`src/rtl/imem_loader_if.sv`:
```
// Byte-stream handshake into the instruction-memory loader.
// master drives bytes, slave (the loader) returns in_ready.
interface imem_loader_if;
  logic       in_valid;
  logic [7:0] in_data;
  logic       in_ready;

  modport master (output in_valid, output in_data, input in_ready);
  modport slave  (input in_valid, input in_data, output in_ready);
endinterface

```
`src/rtl/imem_loader.sv`:
```
// Boot-time instruction-memory loader.
// Parses SYNC, 16-bit word count, 4*N big-endian data bytes and an XOR
// checksum; writes each word to consecutive addresses from 0 and releases
// the processor reset only after a complete image with a good checksum.
//
// state   | meaning
// S_SYNC  | hunting for the frame start marker, other bytes dropped
// S_CNT_HI| waiting for the high byte of the word count
// S_CNT_LO| waiting for the low byte; size is validated here
// S_WORD  | collecting data bytes, four per instruction word
// S_CHECK | waiting for the checksum byte
// S_DONE  | image good, processor released (terminal)
// S_ERR   | bad size or checksum, processor held (terminal)
module imem_loader #(
  parameter int         ADDR_W    = 5,
  parameter int         MAX_WORDS = 32,
  parameter logic [7:0] SYNC_BYTE = 8'hA5
) (
  input  logic              clk,
  input  logic              reset,
  imem_loader_if.slave      src,
  output logic              wr_en,
  output logic [ADDR_W-1:0] wr_addr,
  output logic [31:0]       wr_data,
  output logic              cpu_reset,
  output logic              done,
  output logic              error,
  output logic [ADDR_W:0]   words_loaded
);

  typedef enum logic [2:0] {
    S_SYNC, S_CNT_HI, S_CNT_LO, S_WORD, S_CHECK, S_DONE, S_ERR
  } state_t;

  state_t      state, state_next;
  logic        accept;
  logic        last_word;
  logic [7:0]  cnt_hi;
  logic [15:0] n_words;
  logic [15:0] n_new;
  logic [1:0]  byte_idx;
  logic [7:0]  xor_acc;

  // Ready is a pure state decode so it never loops back through in_valid.
  assign src.in_ready = (state != S_DONE) && (state != S_ERR);
  assign accept       = src.in_valid & src.in_ready;
  assign n_new        = {cnt_hi, src.in_data};
  assign last_word    = (16'(words_loaded) + 16'd1) == n_words;

  // State register.
  always_ff @(posedge clk) begin
    if (reset) state <= S_SYNC;
    else       state <= state_next;
  end

  // Next-state decode; only accepted bytes move the machine.
  always_comb begin
    state_next = state;
    case (state)
      S_SYNC:   if (accept && src.in_data == SYNC_BYTE) state_next = S_CNT_HI;
      S_CNT_HI: if (accept) state_next = S_CNT_LO;
      S_CNT_LO: begin
        if (accept) begin
          if (n_new > 16'(MAX_WORDS)) state_next = S_ERR;
          else if (n_new == 16'd0)    state_next = S_CHECK;
          else                        state_next = S_WORD;
        end
      end
      S_WORD:   if (accept && byte_idx == 2'd3 && last_word) state_next = S_CHECK;
      S_CHECK: begin
        if (accept) state_next = (src.in_data == xor_acc) ? S_DONE : S_ERR;
      end
      S_DONE:   state_next = S_DONE;
      S_ERR:    state_next = S_ERR;
      default:  state_next = S_SYNC;
    endcase
  end

  // Datapath: count capture, word assembly, write strobe and status flags.
  // wr_data doubles as the shift register; the memory samples it during the
  // wr_en cycle, before the next accepted byte can shift it.
  always_ff @(posedge clk) begin
    if (reset) begin
      wr_en        <= 1'b0;
      wr_addr      <= '0;
      wr_data      <= '0;
      words_loaded <= '0;
      cpu_reset    <= 1'b1;
      done         <= 1'b0;
      error        <= 1'b0;
      cnt_hi       <= '0;
      n_words      <= '0;
      byte_idx     <= '0;
      xor_acc      <= '0;
    end else begin
      wr_en     <= 1'b0;
      done      <= (state_next == S_DONE);
      error     <= (state_next == S_ERR);
      cpu_reset <= (state_next != S_DONE);
      if (accept) begin
        case (state)
          S_SYNC: if (src.in_data == SYNC_BYTE) xor_acc <= '0;
          S_CNT_HI: begin
            cnt_hi  <= src.in_data;
            xor_acc <= xor_acc ^ src.in_data;
          end
          S_CNT_LO: begin
            n_words  <= n_new;
            xor_acc  <= xor_acc ^ src.in_data;
            byte_idx <= '0;
          end
          S_WORD: begin
            xor_acc  <= xor_acc ^ src.in_data;
            wr_data  <= {wr_data[23:0], src.in_data};
            byte_idx <= byte_idx + 2'd1;
            if (byte_idx == 2'd3) begin
              wr_en        <= 1'b1;
              wr_addr      <= words_loaded[ADDR_W-1:0];
              words_loaded <= words_loaded + 1'b1;
            end
          end
          default: ;
        endcase
      end
    end
  end

endmodule

```
`src/flat_wrapper.sv`:
```
// flat-port wrapper written by rule: the top's interface ports become plain ports
module imem_loader_flat 
#(
  parameter int         ADDR_W    = 5,
  parameter int         MAX_WORDS = 32,
  parameter logic [7:0] SYNC_BYTE = 8'hA5
)
  (clk, reset, wr_en, wr_addr, wr_data, cpu_reset, done, error, words_loaded, src_in_valid, src_in_data, src_in_ready);
  imem_loader_if src_i ();
  input  logic clk;
  input  logic reset;
  output logic wr_en;
  output logic [ADDR_W-1:0] wr_addr;
  output logic [31:0] wr_data;
  output logic cpu_reset;
  output logic done;
  output logic error;
  output logic [ADDR_W:0] words_loaded;
  input wire logic [$bits(src_i.in_valid)-1:0] src_in_valid;
  input wire logic [$bits(src_i.in_data)-1:0] src_in_data;
  output wire logic [$bits(src_i.in_ready)-1:0] src_in_ready;
  assign src_i.in_valid = src_in_valid;
  assign src_i.in_data = src_in_data;
  assign src_in_ready = src_i.in_ready;
  imem_loader #(.ADDR_W(ADDR_W), .MAX_WORDS(MAX_WORDS), .SYNC_BYTE(SYNC_BYTE)) u_core (.clk(clk), .reset(reset), .src(src_i), .wr_en(wr_en), .wr_addr(wr_addr), .wr_data(wr_data), .cpu_reset(cpu_reset), .done(done), .error(error), .words_loaded(words_loaded));
endmodule
```
`config.mk`:
```
export PLATFORM = sky130hd
export DESIGN_NAME = imem_loader_flat
export DESIGN_NICKNAME = d
export VERILOG_FILES = /design/src/rtl/imem_loader_if.sv /design/src/rtl/imem_loader.sv /design/src/flat_wrapper.sv
export SDC_FILE = /design/constraint.sdc
export NUM_CORES = 1
export LEC_CHECK = 0
export CORE_MARGIN = 1
export CORE_UTILIZATION = 57
export DETAILED_ROUTE_END_ITERATION = 8
export GPL_TIMING_DRIVEN = 0
export HOLD_SLACK_MARGIN = 0.02
export PLACE_DENSITY = 0.85
export SYNTH_ARGS = -nofsm -noshare
export SYNTH_HDL_FRONTEND = slang
export SYNTH_SLANG_ARGS = --single-unit
```
`constraint.sdc`:
```
create_clock -name clk -period 4.45 [get_ports clk]
set_input_delay 1.1125 -clock clk [delete_from_list [all_inputs] [get_ports clk]]
set_output_delay 1.1125 -clock clk [all_outputs]
set_load 0.005 [all_outputs]
```
==> run metrics <==
status finished clean; Clk pwr share 0.430; top cells by count, synth nand2_1 (130), dfxtp_1 (84), a21oi_1 (77); LEAKAGE 1.41 nW; NumNets Final 523; H-tree depth 3; cells on worst reg2reg path 7; min-delay worst type register to register; io pins 59; All-Layer GR Usage 0.286; vias in the first global route 3057; Syn Inst Count 449; minimum clock period 3130 ps; CTS tree done; cts bufs inserted 9; Storage cell area 1680 sq um; initial core utilization 0.594; post-cts gate resize count 0; Die Y-Extent 80.6 um; CTS root buffer clkbuf_8; Cell Pwr Density 321 nW/um^2; area grow syn2layout 23.1%; post-CTS setup-driven buffer insertion count 0; synth warn 0; Setup TNS 0 ps; final instance area 4330 sq um; final core occ 0.731; flops & latches, synth 84; mean area per synthesized cell 7.84 sq um; EDFF count, synth 0; DRC Markers 0; vias per cell 5.63; top_reg_cell synth dfxtp_1; Hold WS 457 ps; Core Area 5920 sq um; Crit path buffers/inverters 1; slowest stage cell, crit path clkdlybuf4s50_1; global route overflow 0; multi-input logic area 1710 sq um; number of port buffers 50; critical path arrival 3400 ps; WS Path Type primary input to register; post-place setup slack 1090 ps; Seq/Total Area, Yosys 0.478; num rows 28; post-synth top area share 0.478; Clock Sinks 84; sw frac 0.215; Peak VDD IR 376 uV; CTS clock-pin slew for the worst setup and hold paths 80 ps; initial antenna violation count 0; Final Setup Violations 0; Max Freq 320 MHz; Combinational Power Share 0.030; clk buf depth 2; Worst setup EP type register; Max FO, Critical Path 9; CP Launch Type primary input; die width 80.6 um; CP required 4720 ps; Mapped Area 3520 sq um; HPWL after DPL 6.16 mm; Seq pwr share 0.540; Antenna Nets Post-Route 0; Fill cells 476; Worst-Margin Slew 973 ps; drt wl/cell 14.9 um; first-pass GRT wire length 14.0 mm; Post-CTS Hold Buffers 0; Slew HR 0.346; post-synth top area cell dfxtp_1; ANT cells 0; Final Hold Viols 0; worst skew pair latency 350 ps; Max Cap Viol 0; RePlAce Congestion 0.888; crit-path leading delay family simple AND/OR/NAND/NOR gates; Worst path max stage delay 590 ps; Post-Synthesis Net Count 462; synth top area cells dfxtp_1 (48%), nand2_1 (14%), a21oi_1 (11%), clkbuf_1 (3.1%), xnor2_1 (2.5%); switching pwr 0.000299 W; die area 6490 sq um; Iteration-0 DRC Markers 243; post-synthesis cell type count 46; Slew Limit Fails 0; worst hold path cell count 2; Post-synth ARST share 0; Worst Clk Skew 6.18 ps; Crit path depth 7; Placement Cell Area 4110 sq um; worst setup margin 1320 ps; Pint 0.00109 W; layout cell share with drive strength beyond 1 0.0485; most frequent cell after synthesis nand2_1; First-pass DRT Iterations 4; worst path cell trace clkdlybuf4s50_1 > or3_1 > nor3_1 > o31ai_2 > nor2_2 > nand3b_1 > a21oi_1; RSZ-0062 raised after global routing no; Tcrit/Tclk final 0.703; WL final 8.80 mm; largest net degree at the start of global routing 14; via count 3319
[power by group through the flow]
stage	Clock (W)	Combinational (W)	Sequential, W
6_report	0.000599	0.0000417	0.000751
5_1_grt	0.000631	0.0000441	0.000751
4_1_cts	0.000599	0.0000408	0.000751
3_5_place_dp	0	0.0000401	0.000769
3_3_place_gp	0	0.0000397	0.000769
2_1_floorplan	0	0.0000261	0.000769
[layout make-up]
| class | count | share of cell area |
|---|---|---|
| clock buffer | 12 | 0.0335 |
| multi-input combinational | 331 | 0.394 |
| inverter | 2 | 0.00173 |
| clock inverter | 4 | 0.0168 |
| timing repair buffer | 50 | 0.116 |
| sequential | 84 | 0.388 |
| buffer | 32 | 0.0280 |
| tap | 75 | 0.0217 |
[worst min-delay path, stage by stage, from the launching register on]
cell and delay [ps]:
dfxtp_1 310, nand2_1 50, a21oi_1 50
[registers in the layout, indices dropped and copies added, names as in the netlist, 2 cells and up]
name and flops:
u_core.byte_idx 2, u_core.cnt_hi 8, u_core.n_words 16, u_core.state 3
u_core.words_loaded 6, u_core.wr_addr 5, u_core.wr_data 32, u_core.xor_acc 8
[logic make-up after synthesis]
kind of cell,after synthesis,synth area share
xor gates and xnor gates,17,0.0423
AOI/OAI and AO/OA,102,0.163
adders and majority gates,2,0.00711
DFF,84,0.478
buffers and inverters,34,0.0366
muxes,1,0.00285
and+or+nand+nor,209,0.270
[path summary, 6_finish.rpt]
check	startpoint	endpoint	slack, ps
setup / recovery	src_in_data[1]	u_core.xor_acc[3]$_SDFFE_PP0P_	1320
hold / removal	u_core.wr_data[27]$_SDFFE_PP0P_	u_core.wr_data[27]$_SDFFE_PP0P_	460
setup reg to reg	u_core.words_loaded[0]$_SDFFE_PP0P_	u_core.error$_SDFF_PP0_	1960
hold reg to reg	u_core.wr_data[27]$_SDFFE_PP0P_	u_core.wr_data[27]$_SDFFE_PP0P_	460
[through the flow]
stage | instances | power, W
after floorplan | 449 | 0.000795
after global placement | 574 | 0.000809
after detailed placement | 574 | 0.000809
after CTS | 590 | 0.00139
after global routing | 590 | 0.00143
final | 590 | 0.00139
[cell usage in the layout (no fill, tap or decap), types with 2 or more instances in the layout]
cell	n
nand2_1	130
dfxtp_1	84
a21oi_1	77
clkdlybuf4s50_1	50
clkbuf_1	31
nor2_1	23
nand3_1	13
nand3b_1	10
xnor2_1	10
clkbuf_8	10
xor2_1	7
o21ai_1	7
nor3_1	5
o21ai_0	4
or4_1	4
nand2b_1	3
or3_1	3
nand4_1	3
inv_1	2
nor2b_1	2
o31ai_1	2
or2_2	2
buf_1	2
and2_1	2
ha_1	2
bufinv_16	2
[per-layer routing]
| layer | track usage | vias to the layer above | wire, um |
|---|---|---|---|
| met5 | 0 | - | 0 |
| met4 | 0.120 | 0 | 192 |
| met3 | 0.0489 | 20 | 445 |
| met2 | 0.480 | 94 | 4370 |
| met1 | 0.361 | 1576 | 3790 |
| li1 | - | 1629 | - |
No activity file was read; power rests on OpenSTA's default activity.
